File: src/rtl/num_entry_bcd_pkg.sv
// rtl/num_entry_bcd_pkg.sv - shared state encoding and digit constants for BCD number entry
package num_entry_bcd_pkg;

    typedef enum logic [1:0] {
        ST_IDLE = 2'd0,
        ST_CONV = 2'd1,
        ST_DONE = 2'd2
    } state_t;

    localparam logic [1:0] DIG_ONES = 2'd0;
    localparam logic [1:0] DIG_TENS = 2'd1;
    localparam logic [1:0] DIG_HUND = 2'd2;
    localparam logic [3:0] BCD_MAX  = 4'd9;

    // Wraps to 0 from 9 and from any out-of-range code.
    function automatic logic [3:0] bcd_inc(input logic [3:0] d);
        return (d >= BCD_MAX) ? 4'd0 : d + 4'd1;
    endfunction

endpackage

File: src/rtl/num_entry_bcd_btn_rise_detect.sv
// rtl/num_entry_bcd_btn_rise_detect.sv - one-cycle press pulse from a debounced button level
module btn_rise_detect (
    input  logic clk,
    input  logic rst,
    input  logic level,
    output logic press
);

    logic level_q;

    // History resets high so a button held through reset is not seen as a press.
    always_ff @(posedge clk) begin
        if (rst) begin
            level_q <= 1'b1;
        end else begin
            level_q <= level;
        end
    end

    assign press = level & ~level_q;

endmodule

File: src/rtl/num_entry_bcd.sv
// rtl/num_entry_bcd.sv - three-digit BCD entry with sequential BCD-to-binary conversion
module num_entry_bcd
    import num_entry_bcd_pkg::*;
#(
    parameter int OUT_W   = 8,
    parameter int MAX_VAL = 255,
    parameter int ACC_W   = 10
) (
    input  logic             clk,
    input  logic             rst,
    input  logic             btn_inc,
    input  logic             btn_sel,
    input  logic             btn_enter,
    output logic [3:0]       dig_ones,
    output logic [3:0]       dig_tens,
    output logic [3:0]       dig_hund,
    output logic [1:0]       sel,
    output logic             busy,
    output logic [OUT_W-1:0] num_out,
    output logic             num_valid,
    output logic             sat
);

    logic inc_p, sel_p, enter_p;

    btn_rise_detect u_inc   (.clk(clk), .rst(rst), .level(btn_inc),   .press(inc_p));
    btn_rise_detect u_sel   (.clk(clk), .rst(rst), .level(btn_sel),   .press(sel_p));
    btn_rise_detect u_enter (.clk(clk), .rst(rst), .level(btn_enter), .press(enter_p));

    state_t           state, state_next;
    logic [3:0]       digit [3];
    logic [1:0]       idx;
    logic [ACC_W-1:0] acc;
    logic [3:0]       cur_digit;
    logic [ACC_W-1:0] acc_next;
    logic             over_max;

    always_ff @(posedge clk) begin
        if (rst) begin
            state <= ST_IDLE;
        end else begin
            state <= state_next;
        end
    end

    always_comb begin
        state_next = state;
        case (state)
            ST_IDLE: if (enter_p) state_next = ST_CONV;
            ST_CONV: if (idx == DIG_ONES) state_next = ST_DONE;
            ST_DONE: state_next = ST_IDLE;
            default: state_next = ST_IDLE;
        endcase
    end

    always_comb begin
        cur_digit = 4'd0;
        case (idx)
            DIG_ONES: cur_digit = digit[0];
            DIG_TENS: cur_digit = digit[1];
            DIG_HUND: cur_digit = digit[2];
            default:  cur_digit = 4'd0;
        endcase
    end

    // acc*10 + digit, hundreds first; 999 is the largest value reached.
    assign acc_next = (acc << 3) + (acc << 1) + ACC_W'(cur_digit);
    assign over_max = (acc > ACC_W'(MAX_VAL));

    always_ff @(posedge clk) begin
        if (rst) begin
            for (int i = 0; i < 3; i++) digit[i] <= 4'd0;
            sel       <= DIG_ONES;
            idx       <= DIG_ONES;
            acc       <= '0;
            num_out   <= '0;
            num_valid <= 1'b0;
            sat       <= 1'b0;
        end else begin
            num_valid <= 1'b0;
            case (state)
                ST_IDLE: begin
                    if (enter_p) begin
                        acc <= '0;
                        idx <= DIG_HUND;
                    end else begin
                        // inc targets the pre-advance selection when both arrive together
                        for (int i = 0; i < 3; i++) begin
                            if (inc_p && sel == 2'(i)) digit[i] <= bcd_inc(digit[i]);
                        end
                        if (sel_p) sel <= (sel >= DIG_HUND) ? DIG_ONES : sel + 2'd1;
                    end
                end
                ST_CONV: begin
                    acc <= acc_next;
                    idx <= idx - 2'd1;
                end
                ST_DONE: begin
                    num_out   <= over_max ? OUT_W'(MAX_VAL) : acc[OUT_W-1:0];
                    sat       <= over_max;
                    num_valid <= 1'b1;
                end
                default: ;
            endcase
        end
    end

    assign dig_ones = digit[0];
    assign dig_tens = digit[1];
    assign dig_hund = digit[2];
    assign busy     = (state != ST_IDLE);

endmodule

File: config.mk
export PLATFORM = sky130hd
export DESIGN_NAME = num_entry_bcd
export DESIGN_NICKNAME = d
export VERILOG_FILES = /design/src/rtl/num_entry_bcd_pkg.sv /design/src/rtl/num_entry_bcd_btn_rise_detect.sv /design/src/rtl/num_entry_bcd.sv
export SDC_FILE = /design/constraint.sdc
export NUM_CORES = 1
export LEC_CHECK = 0
export CORE_MARGIN = 2
export CORE_UTILIZATION = 50
export CTS_CLUSTER_DIAMETER = 50
export DETAILED_ROUTE_END_ITERATION = 10
export PLACE_DENSITY = 0.73
export SYNTH_ARGS = -nofsm -noshare
export SYNTH_HDL_FRONTEND = slang
export SYNTH_HIERARCHICAL = 1
export SYNTH_SLANG_ARGS = --single-unit
File: constraint.sdc
create_clock -name clk -period 3.6 [get_ports clk]
set_input_delay 0.54 -clock clk [delete_from_list [all_inputs] [get_ports clk]]
set_output_delay 0.54 -clock clk [all_outputs]
set_load 0.02 [all_outputs]
==> results of run 1 <==
-- worst min-delay path by stage --
stage	from	endpoint	slack [ps]
detailed placement	sat	sat	450
finish	sat	sat	450
global route	sat	sat	490
CTS	sat	sat	460
global placement	sat	sat	440
floorplan	acc[7]	num_out[7]	470
-- synthesized netlist by cell type (2+ instances only) --
cell type   n
a211oi_1    2
a211oi_2    2
a21o_1      3
a21o_4      3
a21oi_1     9
a222oi_1    4
a22o_1      4
a22oi_1     5
a31oi_1     8
buf_2       2
clkbuf_1    3
dfxtp_1    29
edfxtp_1   12
fa_1        2
ha_1       27
inv_1      18
nand2_1    25
nand2b_1    2
nand3_1     6
nor2_1     16
nor2_2     12
nor2b_1     5
nor3_1      2
o21ai_1     3
or2_1       3
or2_2       2
xnor2_1     9
xor2_1      5
-- through the flow --
stage                     setup WS, ps  cell area [sq um]  cells  power, uW
after floorplan                  843.4               2313    235      599.6
after global placement           745.4               2655    312      637.7
after detailed placement         659.5               2655    312      640.0
after CTS                        639.9               2784    320       1043
after global routing             490.3               2784    320       1073
final                            617.6               2784    320       1035
-- worst reg2reg max path: cells and delay by family (launching register included) --
family | cells | cell delay [ps]
xor gates and xnor gates | 1 | 80
DFF | 1 | 330
buffers and inverters | 2 | 180
and+or+nand+nor | 1 | 300
adders and majority gates | 3 | 1220
AOI/OAI and AO/OA | 5 | 770
-- area by class of cell --
cell class | instances | area share (%)
Timing Repair Buffer | 30 | 10.70
Clock inverter | 2 | 1.258
Inverter | 18 | 2.427
Multi-Input combinational cell | 171 | 46.11
Tap cell | 52 | 2.337
Clock buffer | 6 | 3.371
Sequential cell | 41 | 33.80
-- registers in the layout, summed over array words and instances (netlist names) --
| signal | flops |
|---|---|
| sat | 1 |
| u_enter/level_q | 1 |
| state | 2 |
| u_sel/level_q | 1 |
| acc | 10 |
| sel | 2 |
| num_out | 8 |
| digit | 12 |
| idx | 2 |
| num_valid | 1 |
| u_inc/level_q | 1 |
-- cells by family (layout without fill, tap and decap cells) --
| logic type | after synthesis | after routing |
|---|---|---|
| AOI/OAI and AO/OA | 50 | 50 |
| adders and majority gates | 29 | 29 |
| buffers and inverters | 23 | 56 |
| DFF | 41 | 41 |
| xor gates and xnor gates | 14 | 14 |
| and+or+nand+nor | 78 | 78 |
-- per-layer routing --
| layer | vias up | global-route usage (%) | part of all wire, % |
|---|---|---|---|
| li1 | 883 | - | - |
| met1 | 803 | 23.82 | 47 |
| met2 | 55 | 28.50 | 46 |
| met3 | 4 | 3.333 | 5.5 |
| met4 | 0 | 5.451 | 0.67 |
| met5 | - | 0 | 0 |
-- where the power goes --
part	leakage, uW	internal, uW	total (uW)	switching, uW
Clock	0.0000663	247	404	157
Sequential	0.000360	488	507	19.0
Combinational	0.000713	54.1	123	68.8
Total	0.00114	790	1030	245
==> summary.md, run 1 <==
| Metric | Value |
|---|---|
| Pre-antenna DRT Iters | `6` |
| Vias in the first global route | `1639` |
| CTS Root Cell | `clkbuf_8` |
| Netlist cell types | `40` |
| # setup viols final | `0` |
| Total Nets Final | `301` |
| CP Class | `flip-flop to flip-flop` |
| Worst EP required | `3780 ps` |
| Kind of end point of the critical path | `flip-flop` |
| Fin util | `63.07%` |
| Arrival time at the worst endpoint | `3170 ps` |
| Least-Margin Pin Slew | `571.2 ps` |
| Synthesized Nets | `269` |
| Bufs and invs on worst path | `2` |
| Max-cap violations | `0` |
| Post-detail-place hpwl | `3.250 mm` |
| Final worst path period need | `2982 ps` |
| Hold Path Stages | `2` |
| Mux contribution to synthesized area | `0%` |
| RR Endpoint | `acc[8]` |
| Drc violations | `0` |
| Simple-Gate Fraction of Synth Area | `17.04%` |
| HP Class | `flip-flop to flip-flop` |
| Post-synth EDFFs | `12` |
| Max Fclk | `0.3353 GHz` |
| Vias | `1745` |
| Post_cts resized | `0` |
| Period utilization | `82.84%` |
| Critical path launch point type | `flip-flop` |
| Crit path to | `acc[8]` |
| Compound-Gate Fraction of Synth Area | `16.82%` |
| Crit-path leading delay family | `adder cells` |
| Ys flop type | `dfxtp_1` |
| Max-slew violations | `0` |
| PwrDens | `371.6 nW/um^2` |
| Worst-path maximum fanout | `6` |
| CTS tree | `yes` |
| Max Root-Sink Buffers | `2` |
| Post-Synthesis Cells | `235` |
| Xor/xnor share of the synthesized area | `5.300%` |
| DRT antenna net count | `0` |
| Critical path depth | `12` |
| Gr ovfl total | `0` |
| Setup Buffers After CTS | `0` |
| Commonest cells after routing, fill and taps aside | `29 x dfxtp_1, 29 x clkdlybuf4s50_1, 27 x ha_1, 25 x nand2_1, 18 x inv_1` |
| Setup TNS | `0 ps` |
| Critical Path Slowest Stage Cell | `fa_1` |
| Synth top area share | `25.09%` |
| Wire per inst | `13.48 microns` |
| Seq. cell area | `940.9 sq um` |
| GPL Wtd Cong | `0.8775` |
| Multi-input logic area | `1284 sq um` |
| Unrepaired setup endpoints after global routing | `no` |
| Starting Density | `52.41%` |
| Aggregate routed wire length | `4.313 mm` |
| Max incr delay on CP | `480 ps` |
| Top post-synthesis cells by area | `dfxtp_1 25%, edfxtp_1 16%, ha_1 15%` |
| Die height | `72.02 microns` |
| Clock-pin slew on the worst setup and hold paths | `70 ps` |
| # port buffers | `29` |
| Relative slew slack | `61.80%` |
| Largest net degree at the start of global routing | `17` |
| I/O Pins | `30` |
| Fillers | `374` |
| Launch point of the worst reg-to-reg path | `idx[0]` |
| Cell accounting for the most synthesized area | `dfxtp_1` |
| Area share of fa/ha/maj cells after synthesis | `16.33%` |
| Ys async rst share | `0%` |
| Clk sink count | `41` |
| Initial antenna violation count | `0` |
| Register area share after synthesis | `40.67%` |
| Final Hold Viols | `0` |
| H-tree levels | `2` |
| Leak pwr | `0.001139 uW` |
| Synthesized area | `2313 sq um` |
| DR vias/cell | `5.453` |
| P&R area growth vs syn | `20.34%` |
| Core area | `4414 sq um` |
| Initial DRC count | `83` |
| Setup slack, reg-to-reg | `620 ps` |
| Total CTS buffers | `5` |
| Largest family of logic cells by synthesized area | `simple AND/OR/NAND/NOR gates` |
| Share of cells above drive strength 1 | `13.06%` |
| Yosys warns | `6` |
| Cells on worst reg2reg path | `12` |
| Total die area | `5187 sq um` |
| Die X | `72.02 microns` |
| Critical Path Source | `idx[0]` |
| Status | `finished, final reports clean` |
| Hold Buf Count CTS | `0` |
| Crit-path cells | `inv_1, ha_1, a222oi_1, or2_2, fa_1, inv_1, fa_1, a21oi_1, o21ai_1, a21oi_1, xnor2_1, a22o_1` |
| Maximum vdd ir drop | `0.0001981 V` |
| Syn Area/Cell | `9.845 sq um` |
| Diode count | `0` |
| Synth Register Bits | `41` |
| Clk_skew | `5.421 ps` |
| Floorplan row count | `24` |
| First-pass GRT wire length | `7.196 mm` |
| Worst-skew pair later-pin latency | `290 ps` |
| Fin Hold WS | `454.5 ps` |
| Tot GR Track Use | `17.54%` |
Power figures use the tool's default switching activity.
==> inputs of run 2 (changes only) <==
- PLACE_DENSITY: 0.73 -> 0.76
- clock period: 3.6 -> 2.5 ns (I/O delays scaled with it)
==> summary.md, run 2 (synthesis gave the netlist of run 1 again) <==
| Metric | Value |
|---|---|
| Gr ovfl total | `0` |
| Clock-pin slew on the worst setup and hold paths | `80 ps` |
| Critical Path Slowest Stage Cell | `fa_1` |
| Period utilization | `108.6%` |
| DR vias/cell | `5.392` |
| Wire per inst | `13.86 microns` |
| Commonest non-fill, non-tap cell in the layout | `clkdlybuf4s50_1` |
| Die X | `72.02 microns` |
| First-pass GRT wire length | `8.045 mm` |
| Commonest cells after routing, fill and taps aside | `29 x clkdlybuf4s50_1, 27 x dfxtp_1, 25 x nand2_1, 22 x ha_1, 17 x buf_4` |
| Failing checks | `negative setup slack` |
| Max Fclk | `0.3685 GHz` |
| Biggest register | `digit` |
| Drc violations | `0` |
| Clk_skew | `11.02 ps` |
| Unrepaired setup endpoints after global routing | `yes` |
| Clk sink count | `41` |
| Finished Layout Cells | `337` |
| Arrival time at the worst endpoint | `2910 ps` |
| Total Nets Final | `318` |
| Die height | `72.02 microns` |
| CP Class | `flip-flop to flip-flop` |
| Initial antenna violation count | `0` |
| Core area | `4414 sq um` |
| H-tree levels | `2` |
| Final WS setup | `-213.8 ps` |
| Worst-skew pair later-pin latency | `290 ps` |
| Max incr delay on CP | `420 ps` |
| Status | `finished with violations` |
| Dpl cells | `328` |
| PwrDens | `459.4 nW/um^2` |
| Crit-path cells | `inv_4, ha_4, a222oi_1, or2_4, fa_1, inv_2, ha_4, a211oi_4, nor3_2, a211oi_2, xnor2_1, a22o_1` |
| P&R area growth vs syn | `28.56%` |
| Critical path launch point type | `flip-flop` |
| Worst-path maximum fanout | `3` |
| Least-Margin Pin Slew | `639.4 ps` |
| Initial DRC count | `117` |
| Post-detail-place hpwl | `3.666 mm` |
| Total die area | `5187 sq um` |
| Worst EP required | `2690 ps` |
| Total Power | `1366 uW` |
| # port buffers | `29` |
| HP Class | `flip-flop to flip-flop` |
| Max-slew violations | `0` |
| Final worst path period need | `2714 ps` |
| Vias in the first global route | `1762` |
| I/O Pins | `30` |
| Maximum vdd ir drop | `0.0004261 V` |
| # setup viols final | `5` |
| Biggest regs | `digit (12), acc (10), num_out (8)` |
| Starting Density | `52.41%` |
| GPL Wtd Cong | `0.8304` |
| Total CTS buffers | `5` |
| Share of cells above drive strength 1 | `23.86%` |
| CTS tree | `yes` |
| CTS Root Cell | `clkbuf_8` |
| Aggregate routed wire length | `4.671 mm` |
| Tot GR Track Use | `19.99%` |
| Floorplan row count | `24` |
| Kind of end point of the critical path | `flip-flop` |
| Final Hold Viols | `0` |
| CP dominant cell by count | `ha_4` |
| Relative slew slack | `57.29%` |
| Pre-antenna DRT Iters | `7` |
| Vias | `1817` |
| Diode count | `0` |
| Max-cap violations | `0` |
| DRT antenna net count | `0` |
| Max Root-Sink Buffers | `2` |
| Leak pwr | `0.001208 uW` |
| Largest net degree at the start of global routing | `17` |
| Largest register FFs | `12` |
-- run 2: stage by stage --
step	setup slack, ps	utilization, %	cell area, sq um	TNS [ps]	hold slack (ps)
after floorplan	-90.05	-	2382	-161.2	472.1
after global placement	-154.1	64.43	2844	-473.0	441.1
after detailed placement	-259.6	64.43	2844	-734.3	456.6
after CTS	-235.4	66.89	2953	-758.7	466.7
after global routing	-286.6	67.38	2974	-1070	502.2
final	-213.8	67.38	2974	-656.6	463.7
-- run 2: routing by layer --
metal / track usage, % / wire (microns) / vias up
met4: 5.660 / 52 / 0
li1: - / - / 912
met5: 0 / 0 / -
met1: 28.01 / 2273 / 862
met3: 4.583 / 164 / 5
met2: 31.17 / 2180 / 38
-- run 2: area by class of cell --
type                    count  area (sq um)
clock buffers               6         72.57
clock inverters             2         10.01
repair buffers             47         429.2
multi-input cells         171          1376
fillers                   366          1440
well taps                  52         65.06
flip-flops and latches     41         948.4
inverters                  18         72.57
-- run 2: worst max-delay path, delay by kind of cell, from the launching register on --
family | cells | cell delay, ps
compound gates | 4 | 950
xor+xnor | 1 | 100
fa+ha+maj | 3 | 790
buf+inv | 2 | 150
flops | 1 | 380
simple gates | 2 | 250
-- run 2: final timing paths --
| kind | start | to | slack, ps | cells after the start |
|---|---|---|---|---|
| min reg2reg | sat | sat | 460 | 2 |
| max | idx[1] | acc[9] | -210 | 12 |
| min | sat | sat | 460 | 2 |
| max reg2reg | idx[1] | acc[9] | -210 | 12 |
-- run 2: power by group --
part	internal, uW	switching, uW
Sequential	703	23.6
Clock	193	219
Combinational	107	119
-- run 2: repair_timing --
item,CTS,global route
cloned,0,0
endpoints found under the setup margin,5,6
buffers inserted,1,1
pin swaps,13,7
hold buffers,0,0
resized for setup,5,5
